`src/rtl/mul_div_unit.sv`:
```
// RV32M multiply/divide unit: single-cycle multiplies, 33-edge restoring divider.
// Results and the rd tag are registered and announced by a one-cycle DONE pulse.
module mul_div_unit (
    input  logic        CLK,
    input  logic        RESET,
    input  logic        START,
    input  logic [2:0]  OPCODE,
    input  logic [31:0] OPERAND1,
    input  logic [31:0] OPERAND2,
    input  logic [4:0]  DEST_ADDR,
    output logic        BUSY,
    output logic        DONE,
    output logic [31:0] RESULT,
    output logic [4:0]  RESULT_ADDR
);

    typedef enum logic [1:0] {
        S_IDLE = 2'd0,
        S_DIV  = 2'd1,
        S_FIX  = 2'd2
    } state_t;

    localparam logic [2:0] OP_MUL    = 3'b000;
    localparam logic [2:0] OP_MULH   = 3'b001;
    localparam logic [2:0] OP_MULHSU = 3'b010;
    localparam logic [2:0] OP_MULHU  = 3'b011;

    state_t      state_q, state_d;
    logic [4:0]  cnt_q, cnt_d;
    logic        rem_sel_q, rem_sel_d;
    logic        neg_quo_q, neg_quo_d;
    logic        neg_rem_q, neg_rem_d;
    logic [31:0] quo_q, quo_d;
    logic [31:0] rem_q, rem_d;
    logic [31:0] dvsr_q, dvsr_d;
    logic [4:0]  dest_q, dest_d;
    logic        busy_q, busy_d;
    logic        done_q, done_d;
    logic [31:0] result_q, result_d;
    logic [4:0]  result_addr_q, result_addr_d;

    logic        accept_s;
    logic        div_signed_s;
    logic        a_neg_s, b_neg_s;
    logic [31:0] a_mag_s, b_mag_s;
    logic        mul_a_sign_s, mul_b_sign_s;
    logic [63:0] mul_a_s, mul_b_s, prod_s;
    logic [31:0] mul_res_s;
    logic [32:0] rem_sh_s;
    logic        fits_s;
    logic [31:0] quo_fix_s, rem_fix_s;

    function automatic logic [31:0] negate32(input logic [31:0] v);
        return ~v + 32'd1;
    endfunction

    assign accept_s     = START && (state_q == S_IDLE);
    assign div_signed_s = ~OPCODE[0];
    assign a_neg_s      = div_signed_s & OPERAND1[31];
    assign b_neg_s      = div_signed_s & OPERAND2[31];
    assign a_mag_s      = a_neg_s ? negate32(OPERAND1) : OPERAND1;
    assign b_mag_s      = b_neg_s ? negate32(OPERAND2) : OPERAND2;

    // Sign-extend to 64 bits so one unsigned multiply serves every variant.
    assign mul_a_sign_s = ((OPCODE == OP_MULH) || (OPCODE == OP_MULHSU)) & OPERAND1[31];
    assign mul_b_sign_s = (OPCODE == OP_MULH) & OPERAND2[31];
    assign mul_a_s      = {{32{mul_a_sign_s}}, OPERAND1};
    assign mul_b_s      = {{32{mul_b_sign_s}}, OPERAND2};
    assign prod_s       = mul_a_s * mul_b_s;

    // Multiply result select.
    always_comb begin
        mul_res_s = 32'd0;
        case (OPCODE)
            OP_MUL:    mul_res_s = prod_s[31:0];
            OP_MULH:   mul_res_s = prod_s[63:32];
            OP_MULHSU: mul_res_s = prod_s[63:32];
            OP_MULHU:  mul_res_s = prod_s[63:32];
            default:   mul_res_s = 32'd0;
        endcase
    end

    assign rem_sh_s  = {rem_q, quo_q[31]};
    assign fits_s    = (rem_sh_s >= {1'b0, dvsr_q});
    assign quo_fix_s = neg_quo_q ? negate32(quo_q) : quo_q;
    assign rem_fix_s = neg_rem_q ? negate32(rem_q) : rem_q;

    // State register.
    always_ff @(posedge CLK or posedge RESET) begin
        if (RESET) begin
            state_q <= S_IDLE;
        end else begin
            state_q <= state_d;
        end
    end

    // Next-state logic.
    always_comb begin
        state_d = state_q;
        case (state_q)
            S_IDLE: begin
                if (accept_s && OPCODE[2]) begin
                    state_d = S_DIV;
                end else begin
                    state_d = S_IDLE;
                end
            end
            S_DIV: begin
                if (cnt_q == 5'd31) begin
                    state_d = S_FIX;
                end else begin
                    state_d = S_DIV;
                end
            end
            S_FIX:   state_d = S_IDLE;
            default: state_d = S_IDLE;
        endcase
    end

    // Datapath and output next values.
    always_comb begin
        cnt_d         = cnt_q;
        rem_sel_d     = rem_sel_q;
        neg_quo_d     = neg_quo_q;
        neg_rem_d     = neg_rem_q;
        quo_d         = quo_q;
        rem_d         = rem_q;
        dvsr_d        = dvsr_q;
        dest_d        = dest_q;
        done_d        = 1'b0;
        result_d      = result_q;
        result_addr_d = result_addr_q;
        busy_d        = (state_d != S_IDLE);
        case (state_q)
            S_IDLE: begin
                if (accept_s && !OPCODE[2]) begin
                    result_d      = mul_res_s;
                    result_addr_d = DEST_ADDR;
                    done_d        = 1'b1;
                end else if (accept_s) begin
                    cnt_d     = 5'd0;
                    rem_sel_d = OPCODE[1];
                    // A zero divisor leaves an all-ones quotient, which must not be negated;
                    // the remainder naturally reconstructs the dividend.
                    neg_quo_d = (a_neg_s ^ b_neg_s) && (OPERAND2 != 32'd0);
                    neg_rem_d = a_neg_s;
                    quo_d     = a_mag_s;
                    rem_d     = 32'd0;
                    dvsr_d    = b_mag_s;
                    dest_d    = DEST_ADDR;
                end else begin
                    done_d = 1'b0;
                end
            end
            S_DIV: begin
                cnt_d = cnt_q + 5'd1;
                quo_d = {quo_q[30:0], fits_s};
                if (fits_s) begin
                    rem_d = rem_sh_s[31:0] - dvsr_q;
                end else begin
                    rem_d = rem_sh_s[31:0];
                end
            end
            S_FIX: begin
                result_d      = rem_sel_q ? rem_fix_s : quo_fix_s;
                result_addr_d = dest_q;
                done_d        = 1'b1;
            end
            default: begin
                cnt_d = 5'd0;
            end
        endcase
    end

    // Datapath and output registers.
    always_ff @(posedge CLK or posedge RESET) begin
        if (RESET) begin
            cnt_q         <= 5'd0;
            rem_sel_q     <= 1'b0;
            neg_quo_q     <= 1'b0;
            neg_rem_q     <= 1'b0;
            quo_q         <= 32'd0;
            rem_q         <= 32'd0;
            dvsr_q        <= 32'd0;
            dest_q        <= 5'd0;
            busy_q        <= 1'b0;
            done_q        <= 1'b0;
            result_q      <= 32'd0;
            result_addr_q <= 5'd0;
        end else begin
            cnt_q         <= cnt_d;
            rem_sel_q     <= rem_sel_d;
            neg_quo_q     <= neg_quo_d;
            neg_rem_q     <= neg_rem_d;
            quo_q         <= quo_d;
            rem_q         <= rem_d;
            dvsr_q        <= dvsr_d;
            dest_q        <= dest_d;
            busy_q        <= busy_d;
            done_q        <= done_d;
            result_q      <= result_d;
            result_addr_q <= result_addr_d;
        end
    end

    assign BUSY        = busy_q;
    assign DONE        = done_q;
    assign RESULT      = result_q;
    assign RESULT_ADDR = result_addr_q;

endmodule

```
`config.mk`:
```
export PLATFORM = sky130hd
export DESIGN_NAME = mul_div_unit
export DESIGN_NICKNAME = d
export VERILOG_FILES = /design/src/rtl/mul_div_unit.sv
export SDC_FILE = /design/constraint.sdc
export NUM_CORES = 2
export LEC_CHECK = 0
export CAP_MARGIN = 20
export CORE_MARGIN = 10
export CORE_UTILIZATION = 40
export CTS_CLUSTER_SIZE = 30
export DETAILED_ROUTE_END_ITERATION = 8
export GPL_TIMING_DRIVEN = 0
export PLACE_DENSITY = 0.64
export SKIP_LAST_GASP = 1
export SLEW_MARGIN = 20
export SYNTH_ARGS = -nofsm -noshare
export SYNTH_HDL_FRONTEND = slang
export SYNTH_SLANG_ARGS = --single-unit
```
`constraint.sdc`:
```
create_clock -name CLK -period 5.77 [get_ports CLK]
set_clock_uncertainty 0.1 [all_clocks]
set_input_delay 1.154 -clock CLK [delete_from_list [all_inputs] [get_ports CLK]]
set_output_delay 1.154 -clock CLK [all_outputs]
set_load 0.01 [all_outputs]
```
### Word-level counts from Yosys, hierarchy flattened

Cells that the tools add are included.

| storage, ports and cells | value |
|---|---|
| memories kept | 0 |
| latch bits | 0 |
| memory bits (read-only) | 0 |
| register bits | 150 |
| RAM bits | 0 |

| cells by class | value |
|---|---|
| $lt $le $gt $ge | 1 |
| multiply operators | 1 |
| add/subtract/negate cells | 6 |
| divide/modulo/power cells | 0 |
| reduce and logical (&&, ||, !) cells | 17 |
| multiplexer cells | 25 |
| equal/unequal tests | 9 |
| bitwise logic cells | 12 |
| shift-type cells | 0 |

Operator list:

| kind | number |
|---|---|
| 32-bit 2-to-1 mux | 11 |
| 32-bit one-hot mux with 2 select lines | 4 |
| 32-bit by 1-bit adder with 32-bit output, second input constant | 4 |
| 32-bit NOT | 4 |
| 33-bit by 33-bit multiplier with 64-bit output | 1 |
| 33-bit by 32-bit greater-or-equal comparator with 1-bit output | 1 |
| 32-bit nonzero test | 1 |
| 32-bit subtractor | 1 |
| 5-bit 2-to-1 mux | 3 |
| 5-bit one-hot mux with 3 select lines | 1 |
| 5-bit one-hot mux with 2 select lines | 1 |
| 3-bit AND reduction | 3 |
| 3-bit by 2-bit equality test with 1-bit output, second input constant | 2 |
| 2-bit nonzero test | 3 |
| 5-bit by 1-bit adder with 5-bit output, second input constant | 1 |
| 5-bit equality test, second input constant | 1 |
| 1-bit AND | 4 |
| 1-bit logical AND | 4 |
| 2-bit != test, second input constant | 2 |
| 2-bit one-hot mux with 2 select lines | 1 |
| 3-bit by 1-bit equality test with 1-bit output, second input constant | 1 |
| 3-bit zero test | 1 |
| 1-bit NOT | 3 |
| 3-bit OR reduction | 1 |
| other kinds (11) | 12 |

### Longest topological paths before layout

| logic depth | value |
|---|---|
| depth after elaboration | 7 |
| depth in mapped cells | 32 |
| mapped depth without buffers | 30 |

### Worst setup path after synthesis

Ideal clock, no wire load.

| timing path | value |
|---|---|
| kind | input port to flip-flop |
| from | input OPCODE[2] |
| to | register result_q[23] (netlist: RESULT[23]) |
| stages on the path | 26 |
| data required time | 5,534 ps |
| library setup time | 136 ps |
| arrival | 8,959 ps |
| path slack | -3,425 ps |
| path through | clkbuf_1 > nor3b_1 > clkbuf_1 > nand2_1 > fa_1 > fa_1 > inv_1 > fa_1 > inv_1 > fa_1 > inv_1 > fa_1 > fa_1 > fa_1 > inv_1 > fa_1 > inv_1 > ha_1 > a21o_1 > a31oi_1 > or3b_1 > o21a_1 > a21oi_2 > o21ai_1 > xnor2_1 > o21ai_0 |

| on the way | value |
|---|---|
| longest elaborated chain between the ends | 7 |
| elaborated cells on any way between the ends | 16 |
| those cells by class | mul (1); eq/ne (4); mux (3); bitwise (2); reduce/logical (6) |

Ends and longest elaborated chain:

| element | RTL line | text |
|---|---|---|
| start, declared | 7 | `input logic [2:0] OPCODE,` |
| 3-bit by 1-bit equality test with 1-bit output or 3-bit by 2-bit equality test with 1-bit output (tied branches) | 65, 66, 74 |  |
| 1-bit logical OR | 65 | `assign mul_a_sign_s = ((OPCODE == OP_MULH) \|\| (OPCODE == OP_MULHSU)) & OPERAND1[31];` |
| 1-bit AND | 65 |  |
| 33-bit by 33-bit multiplier with 64-bit output | 69 | `assign prod_s = mul_a_s * mul_b_s;` |
| 32-bit one-hot mux with 2 select lines | 74 | `case (OPCODE)` |
| 32-bit 2-to-1 mux | 136 | `if (accept_s && !OPCODE[2]) begin` |
| 32-bit one-hot mux with 2 select lines | 134 | `case (state_q)` |
| end signal, assigned | 201 | `result_q <= result_d;` |
| end, declared | 39 | `logic [31:0] result_q, result_d;` |

Several ways; a longest one is shown, not always the timed one. The select of a mux whose other input is x is not followed.
A chain may end at the register's enable or synchronous reset.

### Worst setup path after layout

| timing path | value |
|---|---|
| from | input OPCODE[0] |
| to | register result_q[30] (netlist: RESULT[30]) |

| on the way | value |
|---|---|
| longest elaborated chain between the ends | 7 |
| elaborated cells on any way between the ends | 12 |
| those cells by class | mul (1); eq/ne (3); mux (3); bitwise (2); reduce/logical (3) |

Ends and longest elaborated chain:

| element | RTL line |
|---|---|
| 3-bit by 1-bit equality test with 1-bit output or 3-bit by 2-bit equality test with 1-bit output (tied branches) | 65, 66, 74 |
| 1-bit logical OR | 65 |
| 1-bit AND | 65 |
| 33-bit by 33-bit multiplier with 64-bit output | 69 |
| 32-bit one-hot mux with 2 select lines * | 74 |
| 32-bit 2-to-1 mux * | 136 |
| 32-bit one-hot mux with 2 select lines * | 134 |

Mark *: on every way between the ends. The rest lies on a longest branch, timed or not. The select of a mux whose other input is x is not followed.

==> impl_metrics.env <==
export IMPL_antenna_found_initial=13
export IMPL_drive_gt1_share_pct=13.3
export IMPL_rsz0062_at_grt="yes"
export IMPL_drt_iter0_drc=4012
export IMPL_rows=128
export IMPL_grt_overflow=0
export IMPL_dp_hpwl_um=157000
export IMPL_globalplace_congestion=1.00
export IMPL_hold_class="reg -> reg"
export IMPL_cts_sinks=150
export IMPL_drt_wl_total_um=191000
export IMPL_slowest_stage="fa_1"
export IMPL_clock_latency_ps=450
export IMPL_grt_usage_pct=27.7
export IMPL_wire_per_inst_um=25.5
export IMPL_die_y_um=371
export IMPL_synthMuxAreaShare_pct=0.674
export IMPL_areaGrowthSynthToFinish_pct=16.7
export IMPL_place_ws_ps=-5010
export IMPL_fin_nets=7296
export IMPL_grt_pass1_wl_um=281000
export IMPL_antenna_left=0
export IMPL_synth_xor_area_share_pct=3.85
export IMPL_crit_required_ps=5980
export IMPL_multi_input_area_mm2=0.0411
export IMPL_async_reset_ff_share_pct=100
export IMPL_finalInstanceArea_mm2=0.0574
export IMPL_clk_pin_slew_ps=70
export IMPL_cts_tree="built"
export IMPL_drt_pass1_iterations=6
export IMPL_grt_max_degree=83
export IMPL_synth_edf_count=0
export IMPL_dpl_cell_area_mm2=0.0536
export IMPL_synth_top_area_share_pct=45.8
export IMPL_critical_path_class="in -> reg"
export IMPL_drc=0
export IMPL_die_w_um=371
export IMPL_worst_path_most_repeated_cell="fa_1"
export IMPL_min_delay_start="dest_q[2]"
export IMPL_arrival_ps=9170
export IMPL_crit_start="OPCODE[0]"
export IMPL_synth_area_leader_cell="fa_1"
export IMPL_synth_flop_cell="dfrtp_1"
export IMPL_min_period_ps=8960
export IMPL_synthTopCellsByArea="fa_1, inv_1, dfrtp_1"
export IMPL_max_freq_ghz=0.112
export IMPL_maxSlewViolCount=0
export IMPL_endpoint_kind="flip-flop"
export IMPL_yosysWarningCount=0
export IMPL_core_mm2=0.122
export IMPL_ff_latch_area_mm2=0.00375
export IMPL_max_slew_margin_pct=30.2
export IMPL_finalHoldViolCount=0
export IMPL_synth_area_mm2=0.0492
export IMPL_syn_nets=7093
export IMPL_io_buffers=63
export IMPL_syn_avg_cell_area_um2=8.72
export IMPL_synth_cell_types=90
export IMPL_synth_compound_area_share_pct=8.39
export IMPL_startpoint_type="input port"
export IMPL_slowest_delay_ps=590
export IMPL_finalSetupViolCount=32
export IMPL_synthAdderAreaFrac_pct=52.2
export IMPL_violations="setup timing"
export IMPL_timing_final_ws_setup_ps=-3190
export IMPL_maxCapViolations=0
export IMPL_io_pins=114
export IMPL_finalCritPeriodShare_pct=155
export IMPL_htree_levels=4
export IMPL_fin_tns_setup_ps=-87980
export IMPL_worstMarginPinSlew_ps=1040
export IMPL_numCtsBuffers=17
export IMPL_fin_cells=7488
export IMPL_viasPerCell=5.48
export IMPL_cts_path_max_buffers=2
export IMPL_yosys_area_share_simple_pct=15.1
export IMPL_grt_pass1_vias=42900
export IMPL_synth_seq_area_share_pct=7.63
export IMPL_cts_root_buf="clkbuf_16"
export IMPL_dp_cells=7331
export IMPL_fill_cells=11800
export IMPL_synth_top_family_by_area="adder cells"
export IMPL_path_max_fanout=5
export IMPL_ys_ff_latch=150
export IMPL_start_util_pct=40.3
export IMPL_synth_cells=5642
export IMPL_hold_buffers=0
export IMPL_die_area_mm2=0.137
export IMPL_via_count=41100
export IMPL_r2r_start="quo_q[31]"
export IMPL_outcome="complete, but fails checks"
-- cells in the final DEF (no fill, tap or decap), types with 46 or more instances in the layout --
master / netlist / final
a21o_1: 50 / 48
a21oi_1: 144 / 117
and2_1: 295 / 282
buf_4: 1 / 104
clkbuf_1: 285 / 68
clkbuf_8: 0 / 108
clkdlybuf4s50_1: 0 / 46
dfrtp_1: 150 / 150
fa_1: 1126 / 1070
fa_2: 0 / 56
ha_1: 250 / 212
inv_1: 1246 / 1210
nand2_1: 982 / 959
nor2_1: 164 / 158
o21ai_0: 192 / 157
xnor2_1: 125 / 112
xor2_1: 91 / 82
-- per-layer routing --
metal  GRT usage [%]  wire (um)  share of wire [%]  vias to the layer above
met1            35.5      73700                 39                    21100
met5               0         57              0.030                        -
met3            6.88      19800                 10                      527
met4            14.6      12500                6.6                        8
li1                -          -                  -                    17300
met2            43.2      84800                 44                     2144
-- cells by family after synthesis --
kind of cell	after synthesis
AO/OA/AOI/OAI	633
XOR/XNOR	216
adder cells (fa/ha/maj)	1376
buffers and inverters	1594
flip-flops	150
multiplexers	33
AND/OR/NAND/NOR	1640
-- per-stage QoR --
| step | util [%] | hold WS, ps |
|---|---|---|
| final | 47.0 | 380 |
| after global routing | 47.0 | 418 |
| after CTS | 46.5 | 384 |
| after detailed placement | 43.9 | 368 |
| after global placement | 43.9 | 361 |
| after floorplan | - | 346 |
-- final cells by class --
class / count / share of cell area (%)
diodes: 5 / 0.0218
repair buffers: 187 / 3.17
flip-flops and latches: 150 / 6.54
clock inverters: 15 / 0.294
clock buffers: 17 / 0.741
well taps: 1625 / 3.54
multi-input cells: 3898 / 71.5
plain buffers: 344 / 5.95
inverters: 1247 / 8.20
-- state kept, by name, summed over array words and instances (netlist names) --
signal / flops
rem_q: 32
state_q: 2
neg_rem_q: 1
RESULT: 32
neg_quo_q: 1
RESULT_ADDR: 5
BUSY: 1
dest_q: 5
DONE: 1
cnt_q: 5
quo_q: 32
dvsr_q: 32
rem_sel_q: 1
-- critical path: cells and delay by family --
| kind | cells | cell delay [ps] |
|---|---|---|
| adder cells (fa/ha/maj) | 9 | 4390 |
| AO/OA/AOI/OAI | 9 | 1760 |
| buffers and inverters | 10 | 1020 |
| AND/OR/NAND/NOR | 3 | 350 |
| multiplexers | 1 | 270 |
| XOR/XNOR | 1 | 190 |
-- path summary, 6_finish.rpt --
| check | end | slack (ps) | depth (start not counted) |
|---|---|---|---|
| worst max-delay path | RESULT[30] | -3190 | 33 |
| worst min-delay path | dest_q[2] | 380 | 2 |
| worst max register to register | rem_q[22] | 1870 | 14 |
| worst min register to register | dest_q[2] | 380 | 2 |
| max in group asynchronous | RESULT[7] | 3720 | 3 |
| min in group asynchronous | rem_q[20] | 1040 | 2 |
-- cells in the mapped netlist, drive strengths merged (7+ instances only) --
cell    number
a211oi      22
and3        12
nor3        32
xnor2      125
nand2      984
o22ai       11
and2       296
or3         21
o21bai      15
nor2b       17
or4          9
o221ai       7
nand2b      18
a221oi      19
a21o        50
nor4        12
mux2i       32
a21oi      147
o21ai      206
buf         62
o21a        11
o31ai       35
o41ai       16
xor2        91
nand4       19
nor2       165
o211ai      17
inv       1246
dfrtp      150
a31oi       17
a22oi        7
clkbuf     285
nand3       31
or2         14
fa        1126
ha         250
-- what timing repair did --
action | CTS | global route
pin swaps | 168 | 109
endpoints found under the hold margin | 0 | 0
setup endpoints to repair | 32 | 32
gates resized for setup | 532 | 91
gates cloned | 1 | 0
buffers inserted | 92 | 32
Power is not shown: default switching activity piles up to over one toggle a cycle in this logic, so the estimate is an artifact.
